**config.mk**
```make
export PLATFORM = sky130hd
export DESIGN_NAME = jtframe_sdram_arb
export DESIGN_NICKNAME = d
export VERILOG_FILES = /design/src/rtl/jtframe_sdram_arb.sv
export SDC_FILE = /design/constraint.sdc
export NUM_CORES = 1
export LEC_CHECK = 0
export CAP_MARGIN = 20
export CELL_PAD_IN_SITES_DETAIL_PLACEMENT = 1
export CELL_PAD_IN_SITES_GLOBAL_PLACEMENT = 2
export CORE_ASPECT_RATIO = 2
export CORE_MARGIN = 2
export CORE_UTILIZATION = 23
export DETAILED_ROUTE_END_ITERATION = 12
export PLACE_DENSITY = 0.84
export SYNTH_ARGS = -nofsm -noshare
export SYNTH_HDL_FRONTEND = slang
export SYNTH_SLANG_ARGS = --single-unit
```
**constraint.sdc**
```tcl
create_clock -name clk_sys -period 6.5 [get_ports clk_sys]
set_clock_uncertainty 0.15 [all_clocks]
set_input_delay 1.95 -clock clk_sys [delete_from_list [all_inputs] [get_ports clk_sys]]
set_output_delay 1.95 -clock clk_sys [all_outputs]
set_load 0.005 [all_outputs]
```
**src/rtl/jtframe_sdram_arb.sv**
```systemverilog
// Round-robin arbiter sharing the game-side SDRAM read port among SLOTS ROM
// requesters. Only one read is in flight; refresh is allowed only while idle.
module jtframe_sdram_arb #(
  parameter int SLOTS   = 4,
  parameter int AW      = 22,
  parameter int TIMEOUT = 255
) (
  input  logic                  clk_sys,
  input  logic                  RESET,
  input  logic                  downloading,
  input  logic [SLOTS-1:0]      slot_req,
  input  logic [SLOTS*AW-1:0]   slot_addr,
  input  logic [SLOTS*2-1:0]    slot_bank,
  output logic [SLOTS-1:0]      slot_ok,
  output logic [SLOTS*32-1:0]   slot_dout,
  output logic                  sdram_req,
  output logic [AW-1:0]         sdram_addr,
  output logic [1:0]            sdram_bank,
  input  logic                  sdram_ack,
  input  logic                  data_rdy,
  input  logic [31:0]           data_read,
  output logic                  refresh_en,
  output logic [7:0]            timeout_cnt,
  output logic [1:0]            state
);

  // Handshake: sdram_req is held high until the cycle sdram_ack is sampled
  // high; data_read is valid only in a cycle with data_rdy high, and only
  // counts while an access is outstanding. slot_ok is a single-cycle pulse.

  localparam int PW = (SLOTS > 1) ? $clog2(SLOTS) : 1;
  localparam logic [7:0] TO_LAST = 8'(TIMEOUT - 1);

  typedef enum logic [1:0] {IDLE = 2'd0, WAIT_ACK = 2'd1, WAIT_RDY = 2'd2} state_t;

  state_t          st;
  logic [PW-1:0]   ptr;
  logic [PW-1:0]   gnt;
  logic [PW-1:0]   sel;
  logic [PW-1:0]   sel_next;
  logic            found;
  logic [SLOTS-1:0] elig;
  logic [7:0]      cnt;
  logic            done;
  logic            acked;
  logic            expired;

  assign state = st;

  // slot_ok doubles as the last-serviced mask: a req still high during its
  // own ok pulse must not be granted again.
  assign elig = slot_req & ~slot_ok;

  always_comb begin
    found = 1'b0;
    sel   = '0;
    for (int k = 0; k < SLOTS; k++) begin
      if (!found && elig[(int'(ptr) + k) % SLOTS]) begin
        found = 1'b1;
        sel   = PW'((int'(ptr) + k) % SLOTS);
      end
    end
  end

  assign sel_next = (sel == PW'(SLOTS - 1)) ? '0 : sel + PW'(1);

  assign acked   = (st == WAIT_ACK) && sdram_ack;
  assign done    = (acked && data_rdy) || ((st == WAIT_RDY) && data_rdy);
  assign expired = (st != IDLE) && !done && !acked && (cnt == TO_LAST);

  always_ff @(posedge clk_sys or posedge RESET) begin
    if (RESET) begin
      st          <= IDLE;
      ptr         <= '0;
      gnt         <= '0;
      cnt         <= '0;
      slot_ok     <= '0;
      slot_dout   <= '0;
      sdram_req   <= 1'b0;
      sdram_addr  <= '0;
      sdram_bank  <= '0;
      refresh_en  <= 1'b1;
      timeout_cnt <= '0;
    end else begin
      slot_ok <= '0;
      if (downloading) begin
        st         <= IDLE;
        sdram_req  <= 1'b0;
        refresh_en <= 1'b0;
        if (st != IDLE) ptr <= gnt;
      end else if (st == IDLE) begin
        if (found) begin
          sdram_req  <= 1'b1;
          sdram_addr <= slot_addr[sel*AW +: AW];
          sdram_bank <= slot_bank[sel*2 +: 2];
          refresh_en <= 1'b0;
          gnt        <= sel;
          ptr        <= sel_next;
          cnt        <= '0;
          st         <= WAIT_ACK;
        end else begin
          refresh_en <= 1'b1;
        end
      end else if (done) begin
        sdram_req                <= 1'b0;
        slot_ok[gnt]             <= 1'b1;
        slot_dout[gnt*32 +: 32]  <= data_read;
        refresh_en               <= 1'b1;
        st                       <= IDLE;
      end else if (acked) begin
        sdram_req <= 1'b0;
        cnt       <= '0;
        st        <= WAIT_RDY;
      end else if (expired) begin
        // Abandoned slot goes back to the head of the rotation.
        sdram_req  <= 1'b0;
        ptr        <= gnt;
        refresh_en <= 1'b1;
        if (timeout_cnt != 8'hFF) timeout_cnt <= timeout_cnt + 8'd1;
        st         <= IDLE;
      end else begin
        cnt <= cnt + 8'd1;
      end
    end
  end

endmodule
```
==> impl_metrics.yaml, run 1 <==
placed_design:
  dp.final_hpwl_um: 24440
  routabilityCongestion: 0.7795
  numPortBuffers: 304
route:
  dr.pass1.iters: 4
  finalWirelength_um: 32520
  via_per_inst: 4.672
  drc: 0
  first_iter_violations: 178
  ant_nets: 0
  wl_per_cell_um: 19.72
  route.vias.total: 7704
clocking:
  post_cts_buffers: 0
  clock_path_buffers: 2
  clk_pin_slew_ns: 0.07
  cts_tree: "built"
  root_buffer: "clkbuf_16"
  insertion_delay_ns: 0.45
  clock-sinks: 179
  cts_hold_buf: 0
  cts-resized-gates: 0
  numCtsBuffers: 17
  htree_levels: 4
hold_path:
  holdPathEnd: "slot_dout[72]"
  worst_hold_path.num_cells: 2
  min_path_type: "reg -> reg"
  hold_start: "slot_dout[72]"
pwr:
  p_seq_share_pct: 37.6
  p_int_mw: 2.664
  p_total_mw: 4.034
  switching_share_pct: 33.96
  switchingPower_mw: 1.370
  p_per_area_nw_per_um2: 325.1
  clock_power_share_pct: 24.3
  ir_drop_mv: 0.1925
  leakage_nw: 5.103
  combPwrFrac_pct: 38.1
floorplanning:
  coreArea_um2: 35680
  die_h_um: 273.2
  row_count: 98
  fp.dieW_um: 138.6
  io_pins: 305
  start_util_pct: 23.35
  die_area_um2: 37860
setup_path:
  cp-end-kind: "flop"
  reg2reg_to: "sdram_addr[18]"
  r2r_slack_ns: 3.71
  crit_required_ns: 6.74
  critPathArrivalTime_ns: 4.51
  reg2reg_depth: 7
  critPathKind: "in -> reg"
  startpoint_type: "primary input"
  reg2reg_from: "slot_ok[3]"
  worstPathMaxFanout: 26
synthesis:
  synth_edf_count: 0
  postSynthCellCount: 910
  synth_ff_type: "dfrtp_1"
  synth_fp_nets: 1056
  synth_area_um2: 8333
  async_flop_share_pct: 100.0
  postSynthAreaPerCell_um2: 9.157
  yosys_warnings: 0
  synth.distinct_cells: 48
  synth-seq-area-share_pct: 53.77
  synth_seq_cells: 179
sta:
  relSlewSlack_pct: 39.14
  setup_viol_count_final: 0
  hold_violations: 0
  rsz0062_at_grt: "no"
  final.setup.tns_ns: 0
  worstMarginPinSlew_ns: 0.9127
  final.period_utilization_pct: 65.82
  fmax_ghz: 0.2338
  period_needed_ns: 4.278
  slew_violations: 0
finish:
  fillers: 4126
  antenna_cells: 0
  drive_above_1_share_pct: 5.088
  final_cell_mix: "clkdlybuf4s50_1 (304), nand2_1 (269), dfrtp_1 (178)"
  nets: 1334
  layout.cells.most_common: "clkdlybuf4s50_1"
  syn_to_final_growth_pct: 48.87
grt:
  grtUsageMet1_pct: 16.94
  track_usage_pct: 17.13
  grt_util_met2_pct: 33.83
  grt_pass1_vias: 8283
  grt-busiest-layer: "met2"
  grt_max_degree: 79
  use_met3_pct: 3.359
  antenna_found_initial: 0
  gr-total-overflow: 0
  grt_pass1_wl_um: 50000
run:
  maxCapViolCount: 0
outcome:
  status: "completed"
registers in the layout (all words and copies together), names as in the netlist:
register / count
cnt: 8
gnt: 2
ptr: 2
refresh_en: 1
sdram_addr: 22
sdram_bank: 2
slot_dout: 128
slot_ok: 4
state: 2
timeout_cnt: 8
stage by stage:
step	area [um^2]	hold slack [ns]	util, %	setup WS [ns]	std cells
6_report	12410	0.3297	34.77	2.222	1649
5_1_grt	12410	0.3526	34.77	1.942	1649
4_1_cts	12410	0.3338	34.77	2.192	1649
3_5_place_dp	11880	0.3190	33.28	1.701	1619
3_3_place_gp	11880	0.3119	33.28	1.743	1619
2_1_floorplan	8337	0.2906	-	2.106	910
cells by family after synthesis:
group	synth area share, %
multiplexers	3.514
AND/OR/NAND/NOR	21.05
AO/OA/AOI/OAI	15.74
flip-flops	53.77
buffers and inverters	3.739
XOR/XNOR	0.8409
adder cells (fa/ha/maj)	1.351
layout make-up:
cell class                 count  area (um^2)  area share (%)
sequential                   179         4481           36.12
multi-input combinational    657         3577           28.84
tap                          450        563.0           4.539
clock inverter                 5        53.80          0.4337
clock buffer                  25        475.5           3.833
timing repair buffer         324         3218           25.94
inverter                       9        37.54          0.3026
power groups by stage:
stage | registers, mW | clock network, mW | logic (mW)
CTS | 1.52 | 1.03 | 1.58
detailed placement | 1.54 | 0 | 1.57
global placement | 1.53 | 0 | 1.53
floorplan | 1.52 | 0 | 0.681
global route | 1.55 | 1.06 | 1.69
finish | 1.52 | 0.981 | 1.54
synthesized netlist by cell type (2+ instances only):
| cell type | count | area [um^2] |
|---|---|---|
| mux2_2 | 2 | 22.52 |
| mux2i_1 | 27 | 270.3 |
| nor3b_1 | 28 | 210.2 |
| ha_1 | 9 | 112.6 |
| and2_1 | 3 | 18.77 |
| nand4_1 | 7 | 43.79 |
| a31oi_1 | 3 | 18.77 |
| nand2_1 | 274 | 1028 |
| a2111oi_0 | 24 | 210.2 |
| dfrtp_1 | 178 | 4454 |
| o21ai_0 | 145 | 725.7 |
| and3_1 | 2 | 12.51 |
| buf_4 | 2 | 15.01 |
| a211o_1 | 24 | 210.2 |
| nand2b_1 | 5 | 31.28 |
| xnor2_1 | 7 | 61.31 |
| inv_1 | 9 | 33.78 |
| buf_2 | 3 | 15.01 |
| nand3_1 | 4 | 20.02 |
| nor2_1 | 33 | 123.9 |
| buf_6 | 3 | 33.78 |
| nor3_1 | 3 | 15.01 |
| o41ai_1 | 2 | 17.52 |
| nor2b_1 | 29 | 181.4 |
| a21oi_1 | 5 | 25.02 |
| clkbuf_1 | 57 | 214.0 |
per-layer routing:
metal	up-vias	wire length, um
met5	-	0
met4	0	1315
met3	46	1459
met1	3781	11540
met2	237	18210
li1	3640	-
worst max path at each step:
| stage | start | slack (ns) | cells after the start | endpoint |
|---|---|---|---|---|
| after detailed placement | slot_req[3] | 1.70 | 8 | sdram_addr[18] |
| after global routing | slot_req[3] | 1.94 | 8 | sdram_addr[17] |
| final | slot_req[3] | 2.22 | 8 | sdram_addr[18] |
| after global placement | slot_req[3] | 1.74 | 8 | sdram_bank[0] |
| after floorplan | RESET | 2.11 | 1 | cnt[0] |
| after CTS | slot_req[3] | 2.19 | 8 | sdram_addr[18] |
critical path: stages:
cell and delay, ns:
clkdlybuf4s50_1 0.51, nand2b_1 0.16, a211oi_2 0.32, o21a_1 0.55, buf_4 0.37, nor2_1 0.06
a2111oi_0 0.43, a211o_1 0.16
No activity file was read; power rests on OpenSTA's default activity.
==> run 2, diff against run 1 <==
--- a/config.mk
+++ b/config.mk
@@ -10,9 +10,9 @@
 export CELL_PAD_IN_SITES_GLOBAL_PLACEMENT = 2
 export CORE_ASPECT_RATIO = 2
 export CORE_MARGIN = 2
-export CORE_UTILIZATION = 23
+export CORE_UTILIZATION = 26
 export DETAILED_ROUTE_END_ITERATION = 12
-export PLACE_DENSITY = 0.84
+export PLACE_DENSITY = 0.89
 export SYNTH_ARGS = -nofsm -noshare
 export SYNTH_HDL_FRONTEND = slang
 export SYNTH_SLANG_ARGS = --single-unit
==> constraint.sdc (replaced) <==
create_clock -name clk_sys -period 4.31 [get_ports clk_sys]
set_clock_uncertainty 0.15 [all_clocks]
set_input_delay 1.293 -clock clk_sys [delete_from_list [all_inputs] [get_ports clk_sys]]
set_output_delay 1.293 -clock clk_sys [all_outputs]
set_load 0.005 [all_outputs]
==> run 2 against run 1 <==
  * First-iteration DRC count rose by 31%
  * Largest power group unchanged
  * Setup slack got worse by 1.3 ns
  * Wire length decreased by 2.2%
  * Sequential power increased by 50%
==> impl_metrics.yaml, run 2 (same netlist as run 1, synthesis figures left out) <==
finish:
  antenna_cells: 0
  final_cell_mix: "clkdlybuf4s50_1 (304), nand2_1 (269), dfrtp_1 (178)"
  largest_reg_flops: 128
  regMostFlops: "slot_dout"
  drive_above_1_share_pct: 5.569
  layout.cells.most_common: "clkdlybuf4s50_1"
  syn_to_final_growth_pct: 49.85
  nets: 1337
  fillers: 3699
  top_regs: "slot_dout: 128 flops, sdram_addr: 22 flops"
sta:
  setup_viol_count_final: 0
  relSlewSlack_pct: 43.14
  final.period_utilization_pct: 77.67
  final.setup.tns_ns: 0
  holdWs_ns: 0.3269
  hold_violations: 0
  period_needed_ns: 3.348
  setup_ws_ns: 0.9624
  rsz0062_at_grt: "no"
  slew_violations: 0
  worstMarginPinSlew_ns: 0.8511
  fmax_ghz: 0.2987
clocking:
  htree_levels: 4
  clock_path_buffers: 2
  clock-sinks: 179
  insertion_delay_ns: 0.44
  cts_hold_buf: 0
  cts-resized-gates: 0
  numCtsBuffers: 17
  cts_tree: "built"
  clk_pin_slew_ns: 0.07
  root_buffer: "clkbuf_16"
  post_cts_buffers: 0
setup_path:
  critPathKind: "in -> reg"
  reg2reg_from: "gnt[0]"
  r2r_slack_ns: 1.75
  reg2reg_to: "slot_dout[23]"
  critPathArrivalTime_ns: 3.53
  startpoint_type: "primary input"
  crit_required_ns: 4.50
  reg2reg_depth: 6
  cp-end-kind: "flop"
  worstPathMaxFanout: 22
hold_path:
  worst_hold_path.num_cells: 2
  min_path_type: "reg -> reg"
  holdPathEnd: "slot_dout[33]"
  hold_start: "slot_dout[33]"
route:
  via_per_inst: 4.695
  dr.pass1.iters: 4
  wl_per_cell_um: 19.56
  first_iter_violations: 233
  route.vias.total: 7634
  finalWirelength_um: 31810
  drc: 0
  ant_nets: 0
floorplanning:
  die_area_um2: 33590
  coreArea_um2: 31540
  die_h_um: 257.2
  fp.dieW_um: 130.6
  row_count: 92
  io_pins: 305
  start_util_pct: 26.42
grt:
  antenna_found_initial: 0
  gr-total-overflow: 0
  track_usage_pct: 19.28
  grt_pass1_wl_um: 48600
  grt_max_degree: 63
  grt_pass1_vias: 8461
outcome:
  status: "completed"
placed_design:
  numPortBuffers: 304
  dp_slack_ns: 0.4862
  dp.final_hpwl_um: 23940
  routabilityCongestion: 0.8160
pwr:
  p_total_mw: 6.178
  ir_drop_mv: 0.3021
  p_per_area_nw_per_um2: 494.8
  leakage_nw: 5.152
run:
  maxCapViolCount: 0
[run 2: layer usage]
metal,up-vias,global-route usage [%],routed length [um],share of wire [%]
met3,46,3.805,1686,5.3
met5,-,0,0,0
met4,0,8.717,1144,3.6
li1,3647,-,-,-
met2,230,37.92,17940,56
met1,3711,18.45,11040,35
[run 2: layout make-up]
class / count / area (um^2) / share of cell area (%)
Sequential cell: 179 / 4481 / 35.88
Multi-Input combinational cell: 657 / 3577 / 28.65
Timing Repair Buffer: 327 / 3291 / 26.35
Tap cell: 423 / 529.3 / 4.238
Clock buffer: 23 / 467.9 / 3.747
Clock inverter: 8 / 103.9 / 0.8317
Inverter: 9 / 37.54 / 0.3006
[run 2: where the power goes]
part	internal, mW	switching, mW
Sequential	2.04	0.241
Combinational	1.18	1.15
Clock	0.883	0.681
Total	4.10	2.07
[run 2: stage by stage]
stage | utilization, % | instances | area (um^2)
floorplan | - | 910 | 8337
global placement | 37.78 | 1595 | 11920
detailed placement | 37.78 | 1595 | 11920
CTS | 39.59 | 1626 | 12490
global route | 39.59 | 1626 | 12490
finish | 39.59 | 1626 | 12490
[run 2: how the worst max path moves through the flow]
| stage | end | start | slack, ns |
|---|---|---|---|
| floorplan | cnt[0] | RESET | 0.57 |
| CTS | sdram_addr[2] | slot_req[2] | 0.97 |
| detailed placement | sdram_addr[2] | slot_req[2] | 0.49 |
| global placement | sdram_addr[2] | slot_req[2] | 0.61 |
| global route | sdram_addr[8] | slot_req[3] | 0.80 |
| finish | sdram_addr[2] | slot_req[2] | 0.96 |
[run 2: critical path, cell delays in order]
cell and delay [ns]:
clkdlybuf4s50_1 0.52, nor4bb_1 0.38, a211oi_2 0.11, nand2_2 0.20, buf_12 0.23, mux2i_1 0.43
nor3b_1 0.10, a211o_1 0.23
==> run 3, diff against run 2 <==
==> constraint.sdc (replaced) <==
create_clock -name clk_sys -period 3.1 [get_ports clk_sys]
set_clock_uncertainty 0.15 [all_clocks]
set_input_delay 0.93 -clock clk_sys [delete_from_list [all_inputs] [get_ports clk_sys]]
set_output_delay 0.93 -clock clk_sys [all_outputs]
set_load 0.005 [all_outputs]
==> run 3 against run 2 <==
  * Sequential power up 39%
  * Total power up 42%
  * Worst hold slack worse by 0.00093 ns
  * Flip-flop and latch count unchanged
  * Cell area up 2.0%
  * Critical endpoint unchanged
==> impl_metrics.yaml, run 3 (same netlist as run 1, synthesis figures left out) <==
route:
  finalWirelength_um: 32050
  route.vias.total: 7827
  wl_per_cell_um: 19.46
  drc: 0
  via_per_inst: 4.752
  dr.pass1.iters: 4
  first_iter_violations: 184
  ant_nets: 0
finish:
  syn_to_final_growth_pct: 52.81
  seq_area_um2: 4481
  fillers: 3675
  top_regs: "slot_dout: 128 flops, sdram_addr: 22 flops"
  drive_above_1_share_pct: 7.353
  nets: 1358
  layout.cells.most_common: "clkdlybuf4s50_1"
  final_cell_mix: "clkdlybuf4s50_1 (304), nand2_1 (269), dfrtp_1 (178)"
  utilization_pct: 40.37
  multi_input_area_um2: 3577
  largest_reg_flops: 128
  antenna_cells: 0
  regMostFlops: "slot_dout"
placed_design:
  dp.final_hpwl_um: 24110
  numPortBuffers: 304
  routabilityCongestion: 0.8088
pwr:
  ir_drop_mv: 0.4160
  p_total_mw: 8.792
  leakage_nw: 5.304
  p_per_area_nw_per_um2: 690.5
sta:
  holdWs_ns: 0.3260
  final.period_utilization_pct: 93.97
  setup_viol_count_final: 0
  hold_violations: 0
  rsz0062_at_grt: "no"
  relSlewSlack_pct: 63.51
  worstMarginPinSlew_ns: 0.5474
  fmax_ghz: 0.3433
  slew_violations: 0
  final.setup.tns_ns: 0
  period_needed_ns: 2.913
floorplanning:
  fp.dieW_um: 130.6
  coreArea_um2: 31540
  start_util_pct: 26.42
  io_pins: 305
  die_h_um: 257.2
  row_count: 92
  die_area_um2: 33590
setup_path:
  critPathLaunch: "slot_req[2]"
  startpoint_type: "primary input"
  worstPathMaxFanout: 17
  critPathSlowestCell: "clkdlybuf4s50_1"
  critPathKind: "in -> reg"
  critPathArrivalTime_ns: 3.10
  cp-end-kind: "flop"
  r2r_slack_ns: 0.68
  crit_required_ns: 3.29
  crit_chain: "clkdlybuf4s50_1, nor3b_1, o21ai_0, nand2_2, buf_12, mux2i_1, nor3b_1, a211o_1"
  critPathMaxStageDelay_ns: 0.50
  cp_common_cell: "nor3b_1"
  reg2reg_depth: 7
  reg2reg_to: "sdram_addr[2]"
  reg2reg_from: "ptr[1]"
grt:
  grt_max_degree: 94
  gr-total-overflow: 0
  grt_pass1_wl_um: 48390
  antenna_found_initial: 0
  grt_pass1_vias: 8462
  track_usage_pct: 19.09
hold_path:
  min_path_type: "reg -> reg"
  hold_start: "slot_dout[32]"
  worst_hold_path.num_cells: 2
  holdPathEnd: "slot_dout[32]"
clocking:
  htree_levels: 4
  cts_tree: "built"
  insertion_delay_ns: 0.44
  cts-resized-gates: 0
  clock_path_buffers: 2
  clk_pin_slew_ns: 0.07
  root_buffer: "clkbuf_16"
  post_cts_buffers: 0
  numCtsBuffers: 17
  cts_hold_buf: 0
  clock-sinks: 179
run:
  maxCapViolCount: 0
outcome:
  status: "completed"
[run 3: where the power goes]
| group | switching (mW) | internal [mW] | total (mW) |
|---|---|---|---|
| clock | 0.951 | 1.29 | 2.25 |
| sequential | 0.334 | 2.83 | 3.17 |
| combinational | 1.62 | 1.75 | 3.38 |
| total | 2.91 | 5.88 | 8.79 |
[run 3: cell type report]
| type | count | area share, % |
|---|---|---|
| clock buffers | 24 | 3.940 |
| clock inverters | 7 | 0.7566 |
| inverters | 9 | 0.2948 |
| multi-input cells | 657 | 28.09 |
| flip-flops and latches | 179 | 35.19 |
| well taps | 423 | 4.156 |
| repair buffers | 348 | 27.57 |
[run 3: stage by stage]
stage,std cells,area [um^2],worst slack [ns]
global placement,1616,12140,-0.1531
global route,1647,12730,0.09764
detailed placement,1616,12140,-0.2980
CTS,1647,12730,0.1773
finish,1647,12730,0.1869
floorplan,910,8337,-0.2738
[run 3: how the worst max path moves through the flow]
stage / end / slack, ns / depth (start not counted)
after CTS: sdram_addr[2] / 0.18 / 8
after global routing: sdram_addr[2] / 0.1 / 8
after detailed placement: sdram_addr[2] / -0.30 / 8
after global placement: sdram_addr[2] / -0.15 / 8
after floorplan: cnt[0] / -0.27 / 1
final: sdram_addr[2] / 0.19 / 8
[run 3: layer usage]
metal,vias to the layer above,share of wire [%],global-route usage (%)
li1,3694,-,-
met1,3838,35,18.43
met2,241,56,37.08
met3,54,5.7,4.116
met4,0,4.1,8.747
met5,-,0,0
[run 3: worst max-delay path, delay by kind of cell]
family                 cells  cell delay, ns
AO/OA/AOI/OAI              2            0.46
buffers and inverters      2            0.69
multiplexers               1            0.37
AND/OR/NAND/NOR            3            0.63
